`config.mk`:
```
export PLATFORM = sky130hd
export DESIGN_NAME = sha256_msg_padder_flat
export DESIGN_NICKNAME = d
export VERILOG_FILES = /design/src/rtl/sha256_msg_padder_if.sv /design/src/rtl/sha256_msg_padder.sv /design/src/flat_wrapper.sv
export SDC_FILE = /design/constraint.sdc
export NUM_CORES = 1
export LEC_CHECK = 0
export BUFFER_PORTS_ARGS = -buffer_cell sky130_fd_sc_hd__buf_2
export CAP_MARGIN = 20
export CORE_MARGIN = 1
export CORE_UTILIZATION = 45
export DETAILED_ROUTE_END_ITERATION = 10
export PLACE_DENSITY = 0.71
export SYNTH_ARGS = -nofsm -noshare
export SYNTH_HDL_FRONTEND = slang
export SYNTH_SLANG_ARGS = --single-unit
export TNS_END_PERCENT = 10
```
`constraint.sdc`:
```
create_clock -name clk -period 6.4 [get_ports clk]
set_clock_uncertainty 0.15 [all_clocks]
set_input_delay 0.64 -clock clk [delete_from_list [all_inputs] [get_ports clk]]
set_output_delay 0.64 -clock clk [all_outputs]
set_load 0.01 [all_outputs]
```
`src/rtl/sha256_msg_padder_if.sv`:
```
// Stream-in and block-out signals between the message source, the padder and the update core.
// The master side is the source/core pair; the slave side is the padder.
interface sha256_msg_padder_if;
  logic        in_valid;
  logic        in_ready;
  logic [31:0] in_data;
  logic        in_last;
  logic [2:0]  in_bytes;
  logic [3:0]  rd_addr;
  logic [31:0] rd_word;
  logic        blk_valid;
  logic        blk_last;
  logic        blk_ack;

  modport master (
    output in_valid, in_data, in_last, in_bytes, rd_addr, blk_ack,
    input  in_ready, rd_word, blk_valid, blk_last
  );

  modport slave (
    input  in_valid, in_data, in_last, in_bytes, rd_addr, blk_ack,
    output in_ready, rd_word, blk_valid, blk_last
  );
endinterface

```
`src/rtl/sha256_msg_padder.sv`:
```
// SHA-256 message padder: packs a big-endian word stream into 512-bit blocks, appends 0x80,
// zero fill and the 64-bit bit length, and hands each block to the core via valid/ack.
module sha256_msg_padder #(
  parameter int LEN_W = 64
) (
  input  logic                 clk,
  input  logic                 reset,
  sha256_msg_padder_if.slave   bus,
  output logic                 msg_done,
  output logic                 error
);

  typedef enum logic [1:0] {S_FILL, S_PAD, S_WAIT, S_ERROR} state_t;

  state_t             state_reg;
  logic [3:0]         widx_reg;
  logic [LEN_W-1:0]   bit_len_reg;
  logic               pad_done_reg;
  logic               pad_more_reg;
  logic               len_hi_reg;
  logic               in_ready_reg;
  logic               blk_valid_reg;
  logic               blk_last_reg;
  logic               msg_done_reg;
  logic               error_reg;

  logic               beat_fire;
  logic               beat_bad;
  logic               len_ovf;
  logic [2:0]         beat_n;
  logic [LEN_W:0]     len_sum;
  logic [63:0]        len64;
  logic [31:0]        beat_word;
  logic               wr_en;
  logic               clr_en;
  logic [31:0]        wr_data;
  logic [511:0]       words_flat;

  assign beat_fire = bus.in_valid && in_ready_reg && (state_reg == S_FILL);
  assign beat_n    = bus.in_last ? bus.in_bytes : 3'd4;
  assign beat_bad  = bus.in_last && (bus.in_bytes > 3'd4);
  assign len_sum   = {1'b0, bit_len_reg} + (LEN_W+1)'({beat_n, 3'b000});
  assign len_ovf   = len_sum[LEN_W];
  assign len64     = 64'(bit_len_reg);

  // A short final beat keeps its valid bytes, gets 0x80 right after them and zeros beyond.
  always_comb begin
    beat_word = bus.in_data;
    if (bus.in_last) begin
      case (bus.in_bytes)
        3'd0:    beat_word = 32'h8000_0000;
        3'd1:    beat_word = {bus.in_data[31:24], 24'h80_0000};
        3'd2:    beat_word = {bus.in_data[31:16], 16'h8000};
        3'd3:    beat_word = {bus.in_data[31:8], 8'h80};
        default: beat_word = bus.in_data;
      endcase
    end
  end

  always_comb begin
    wr_en   = 1'b0;
    clr_en  = 1'b0;
    wr_data = 32'h0;
    case (state_reg)
      S_FILL: begin
        if (beat_fire && !beat_bad && !len_ovf) begin
          wr_en   = 1'b1;
          wr_data = beat_word;
        end
      end
      S_PAD: begin
        wr_en = 1'b1;
        if (widx_reg == 4'd14 && pad_done_reg)
          wr_data = len64[63:32];
        else if (widx_reg == 4'd15 && len_hi_reg)
          wr_data = len64[31:0];
        else
          wr_data = pad_done_reg ? 32'h0 : 32'h8000_0000;
      end
      S_WAIT:  clr_en = bus.blk_ack;
      default: ;
    endcase
  end

  for (genvar gi = 0; gi < 16; gi++) begin : g_word
    logic [31:0] word_reg;
    always_ff @(posedge clk or negedge reset) begin
      if (!reset)
        word_reg <= 32'h0;
      else if (clr_en)
        word_reg <= 32'h0;
      else if (wr_en && widx_reg == 4'(gi))
        word_reg <= wr_data;
    end
    assign words_flat[gi*32 +: 32] = word_reg;
  end

  assign bus.rd_word   = words_flat[{bus.rd_addr, 5'b00000} +: 32];
  assign bus.in_ready  = in_ready_reg;
  assign bus.blk_valid = blk_valid_reg;
  assign bus.blk_last  = blk_last_reg;
  assign msg_done      = msg_done_reg;
  assign error         = error_reg;

  always_ff @(posedge clk or negedge reset) begin
    if (!reset) begin
      state_reg     <= S_FILL;
      widx_reg      <= 4'd0;
      bit_len_reg   <= '0;
      pad_done_reg  <= 1'b0;
      pad_more_reg  <= 1'b0;
      len_hi_reg    <= 1'b0;
      in_ready_reg  <= 1'b0;
      blk_valid_reg <= 1'b0;
      blk_last_reg  <= 1'b0;
      msg_done_reg  <= 1'b0;
      error_reg     <= 1'b0;
    end else begin
      msg_done_reg <= 1'b0;
      case (state_reg)
        S_FILL: begin
          in_ready_reg <= 1'b1;
          if (beat_fire) begin
            if (beat_bad || len_ovf) begin
              state_reg    <= S_ERROR;
              error_reg    <= 1'b1;
              in_ready_reg <= 1'b0;
            end else begin
              widx_reg    <= widx_reg + 4'd1;
              bit_len_reg <= len_sum[LEN_W-1:0];
              if (bus.in_last) begin
                pad_done_reg <= (beat_n != 3'd4);
                in_ready_reg <= 1'b0;
                // A last beat in word 15 leaves no room: length goes in a follow-up block.
                if (widx_reg == 4'd15) begin
                  state_reg     <= S_WAIT;
                  blk_valid_reg <= 1'b1;
                  blk_last_reg  <= 1'b0;
                  pad_more_reg  <= 1'b1;
                end else begin
                  state_reg <= S_PAD;
                end
              end else if (widx_reg == 4'd15) begin
                state_reg     <= S_WAIT;
                blk_valid_reg <= 1'b1;
                blk_last_reg  <= 1'b0;
                in_ready_reg  <= 1'b0;
              end
            end
          end
        end
        S_PAD: begin
          widx_reg     <= widx_reg + 4'd1;
          pad_done_reg <= 1'b1;
          if (widx_reg == 4'd14 && pad_done_reg) begin
            len_hi_reg <= 1'b1;
          end else if (widx_reg == 4'd15) begin
            state_reg     <= S_WAIT;
            blk_valid_reg <= 1'b1;
            len_hi_reg    <= 1'b0;
            blk_last_reg  <= len_hi_reg;
            pad_more_reg  <= !len_hi_reg;
          end
        end
        S_WAIT: begin
          if (bus.blk_ack) begin
            widx_reg      <= 4'd0;
            blk_valid_reg <= 1'b0;
            if (pad_more_reg) begin
              state_reg    <= S_PAD;
              pad_more_reg <= 1'b0;
            end else if (blk_last_reg) begin
              state_reg    <= S_FILL;
              in_ready_reg <= 1'b1;
              msg_done_reg <= 1'b1;
              bit_len_reg  <= '0;
              pad_done_reg <= 1'b0;
              blk_last_reg <= 1'b0;
            end else begin
              state_reg    <= S_FILL;
              in_ready_reg <= 1'b1;
            end
          end
        end
        S_ERROR: begin
          error_reg     <= 1'b1;
          in_ready_reg  <= 1'b0;
          blk_valid_reg <= 1'b0;
        end
        default: begin
          state_reg     <= S_ERROR;
          error_reg     <= 1'b1;
          in_ready_reg  <= 1'b0;
          blk_valid_reg <= 1'b0;
        end
      endcase
    end
  end

endmodule

```
`src/flat_wrapper.sv`:
```
// flat-port wrapper written by rule: the top's interface ports become plain ports
module sha256_msg_padder_flat 
#(
  parameter int LEN_W = 64
)
  (clk, reset, msg_done, error, bus_in_valid, bus_in_data, bus_in_last, bus_in_bytes, bus_rd_addr, bus_blk_ack, bus_in_ready, bus_rd_word, bus_blk_valid, bus_blk_last);
  sha256_msg_padder_if bus_i ();
  input  logic clk;
  input  logic reset;
  output logic msg_done;
  output logic error;
  input wire logic [$bits(bus_i.in_valid)-1:0] bus_in_valid;
  input wire logic [$bits(bus_i.in_data)-1:0] bus_in_data;
  input wire logic [$bits(bus_i.in_last)-1:0] bus_in_last;
  input wire logic [$bits(bus_i.in_bytes)-1:0] bus_in_bytes;
  input wire logic [$bits(bus_i.rd_addr)-1:0] bus_rd_addr;
  input wire logic [$bits(bus_i.blk_ack)-1:0] bus_blk_ack;
  output wire logic [$bits(bus_i.in_ready)-1:0] bus_in_ready;
  output wire logic [$bits(bus_i.rd_word)-1:0] bus_rd_word;
  output wire logic [$bits(bus_i.blk_valid)-1:0] bus_blk_valid;
  output wire logic [$bits(bus_i.blk_last)-1:0] bus_blk_last;
  assign bus_i.in_valid = bus_in_valid;
  assign bus_i.in_data = bus_in_data;
  assign bus_i.in_last = bus_in_last;
  assign bus_i.in_bytes = bus_in_bytes;
  assign bus_i.rd_addr = bus_rd_addr;
  assign bus_i.blk_ack = bus_blk_ack;
  assign bus_in_ready = bus_i.in_ready;
  assign bus_rd_word = bus_i.rd_word;
  assign bus_blk_valid = bus_i.blk_valid;
  assign bus_blk_last = bus_i.blk_last;
  sha256_msg_padder #(.LEN_W(LEN_W)) u_core (.clk(clk), .reset(reset), .bus(bus_i), .msg_done(msg_done), .error(error));
endmodule
```
==> results.yml <==
global_route:
  grt_pass1_wl_um: 130500
  overflow: 0
  grt_pass1_vias: 20570
  grt_usage_pct: 28.23
  grt_max_degree: 190
  antenna_found_initial: 1
timing:
  drv_slew: 0
  period_minus_slack_ns: 4.237
  rsz0062_at_grt: "no"
  slew_headroom_pct: 19.58
  finalHoldViolations: 0
  tightestPinTransition_ns: 1.206
  fin_crit_sh_pct: 66.20
  setup_viol: 0
  tns_ns: 0
  fmaxAchievable_mhz: 236.0
  fin_ws_ns: 2.163
power_and_ir_drop:
  power_density_mw_per_mm2: 414.3
  ir_drop_v: 0.0002712
  p_leak_nw: 12.70
yosys:
  yosys.area.top_type: "dfrtp_1"
  synth_area_sq_mm: 0.02712
  avgSynthCellArea_sq_um: 13.27
  async_flop_share_pct: 100.0
  yosysWarnings: 0
  synth.top_cells.by_area: "dfrtp_1 54%, o2bb2ai_1 16%, mux4_2 13%"
  syn_inst: 2044
  synth_seq_cells: 587
  synth_top_flop_cell: "dfrtp_1"
  ys_seq_area_share_pct: 54.16
  synth.top_cell.area_share_pct: 54.16
  synth_edf_count: 0
  synth_cell_types: 62
  mappedNetlistNets: 2101
place:
  portBuffers: 80
  hpwl_um: 50280
  dp_worst_setup_slack_ns: 1.789
  place_congestion: 0.9180
die:
  dieArea_sq_mm: 0.06126
  die_x_um: 247.5
  num_rows: 89
  core_sq_mm: 0.05924
  die_y_um: 247.5
  ios: 81
  start_util_pct: 45.78
worst_setup_path:
  arrival_ns: 4.59
  crit_end: "u_core.g_word[15].word_reg[22]"
  worst_ep_required_time_ns: 6.76
  reg2reg_from: "u_core.state_reg[0]"
  cp-end-kind: "flop"
  r2r-end: "u_core.g_word[15].word_reg[22]"
  critical_path_class: "flop to flop"
  cp-startpoint: "u_core.state_reg[0]"
  worstRegToRegCells: 11
  crit_path_max_fanout: 42
  startpoint_type: "flop"
  r2r_setup_slack_ns: 2.16
layout:
  final_nets: 2109
  area_growth_pct: 13.94
  nFillCells: 4933
  post-route-util_pct: 52.16
  insertedDiodeCount: 0
  largest_register_ffs: 512
  drive_gt1_share_pct: 22.16
detailed_routing:
  drt_iter0_markers: 2624
  antenna_left: 0
  route.detailed.wl_per_inst_um: 29.59
  drc: 0
  dr.pass1.iters: 9
  via_count: 20340
  vias_per_cell: 7.071
  drt-total-wl_um: 85090
run_status:
  status: "finished clean"
clocking:
  cts_resized: 0
  clk_pin_slew_ns: 0.06
  cts_buffer_depth: 3
  clk_latency_ns: 0.63
  cts_max_level: 2
  cts_tree: "built"
  cts_buffers: 60
  cts.sinks: 587
  cts_root_buffer: "clkbuf_16"
run:
  maxCapViolations: 0
hold_path:
  hold_class: "input pin to flop"
==> cell families after synthesis <==
kind of cell / synth area share, %
XOR/XNOR: 0.3875
AND/OR/NAND/NOR: 5.965
flip-flops: 54.16
adder cells (fa/ha/maj): 0.6274
buffers and inverters: 3.280
multiplexers: 14.11
AO/OA/AOI/OAI: 21.47
==> stage by stage <==
stage / area (sq um) / hold slack, ns / power [mW] / std cells
6_report: 30900 / 0.3012 / 12.80 / 2876
5_1_grt: 30900 / 0.3260 / 13.26 / 2876
4_1_cts: 30720 / 0.2830 / 12.66 / 2867
3_5_place_dp: 28630 / 0.3183 / 8.954 / 2753
3_3_place_gp: 28580 / 0.3156 / 8.780 / 2751
2_1_floorplan: 27120 / 0.1944 / 7.442 / 2044
==> worst min path at each step <==
stage | start | endpoint | slack (ns) | cells past startpoint
4_1_cts | bus_blk_ack | u_core.bus.in_ready | 0.28 | 5
6_report | bus_blk_ack | u_core.bus.in_ready | 0.30 | 5
3_5_place_dp | u_core.g_word[10].word_reg[4] | u_core.g_word[10].word_reg[4] | 0.32 | 1
2_1_floorplan | reset | u_core.bit_len_reg[10] | 0.19 | 0
5_1_grt | bus_blk_ack | u_core.bus.in_ready | 0.33 | 5
3_3_place_gp | u_core.g_word[14].word_reg[17] | u_core.g_word[14].word_reg[17] | 0.32 | 1
==> metal layers <==
metal | vias up | share of wire [%] | global-route usage [%]
li1 | 8226 | - | -
met1 | 10720 | 41 | 39.75
met2 | 1214 | 47 | 43.82
met3 | 174 | 8.8 | 5.807
met4 | 0 | 3.2 | 9.401
met5 | - | 0 | 0
==> cell type report <==
cell class | count | area [sq um] | share of cell area [%]
Clock buffer | 89 | 1750 | 5.664
Clock inverter | 24 | 335.3 | 1.085
Inverter | 14 | 52.55 | 0.1700
Multi-Input combinational cell | 1227 | 11870 | 38.42
Sequential cell | 587 | 14690 | 47.53
Tap cell | 773 | 967.2 | 3.130
Timing Repair Buffer | 162 | 1236 | 4.000
==> what timing repair did <==
action,4_1_cts,5_1_grt
hold buffers,1,0
endpoints found under the hold margin,53,0
setup buffers,0,0
==> layout by cell type, fill, tap and decap left out, types with 7 or more instances in the layout <==
cell type and instances:
mux2i_1 19, buf_2 78, dfrtp_1 587, a31oi_1 9, mux4_2 160, a222oi_1 28, and2_1 12, clkinv_2 11
a2111oi_0 9, nand3_1 25, a31oi_4 12, a21oi_1 42, nand2_1 79, o22ai_1 9, nor2_1 45, clkbuf_8 15
inv_1 14, xor2_1 7, buf_4 67, and4_1 15, or4_1 18, nand4_1 14, clkbuf_16 60, o31ai_1 26
nor3_1 8, buf_12 7, or3_1 15, nand2b_1 7, o21ai_0 48, ha_1 12, clkbuf_1 15, nand3_2 12
o2bb2ai_1 487, and3_1 20
==> where the power goes <==
group	internal (mW)	switching (mW)	leakage [nW]
Clock	2.14	1.55	1.02
Sequential	4.63	0.579	8.11
Combinational	1.57	2.33	3.57
Total	8.34	4.46	12.7
==> synth_stat cells (all sizes together) (5+ instances only) <==
library cell,number
dfrtp,587
o2bb2ai,487
clkbuf,175
mux4,160
nand2,79
o21ai,52
a21oi,46
nor2,46
buf,41
nand3,37
a222oi,28
o31ai,26
a31oi,21
and3,20
mux2i,19
or4,18
nand4,16
and4,15
or3,15
and2,14
inv,14
ha,12
a2111oi,9
o22ai,9
nor3,8
nor4,8
or2,8
nand2b,7
xor2,7
a211oi,6
nor2b,6
a21o,5
o2111ai,5
xnor2,5
==> critical path: stages, from the launching register on <==
cell       delay, ns
dfrtp_1         0.41
inv_1           0.09
ha_1            0.14
buf_4           0.43
nand2_1         0.74
and2_1          0.44
a31oi_1         0.14
o21ai_1         0.11
buf_4           0.22
nand2_1         0.66
buf_4           0.43
o2bb2ai_1       0.13
Power figures use the tool's default switching activity.
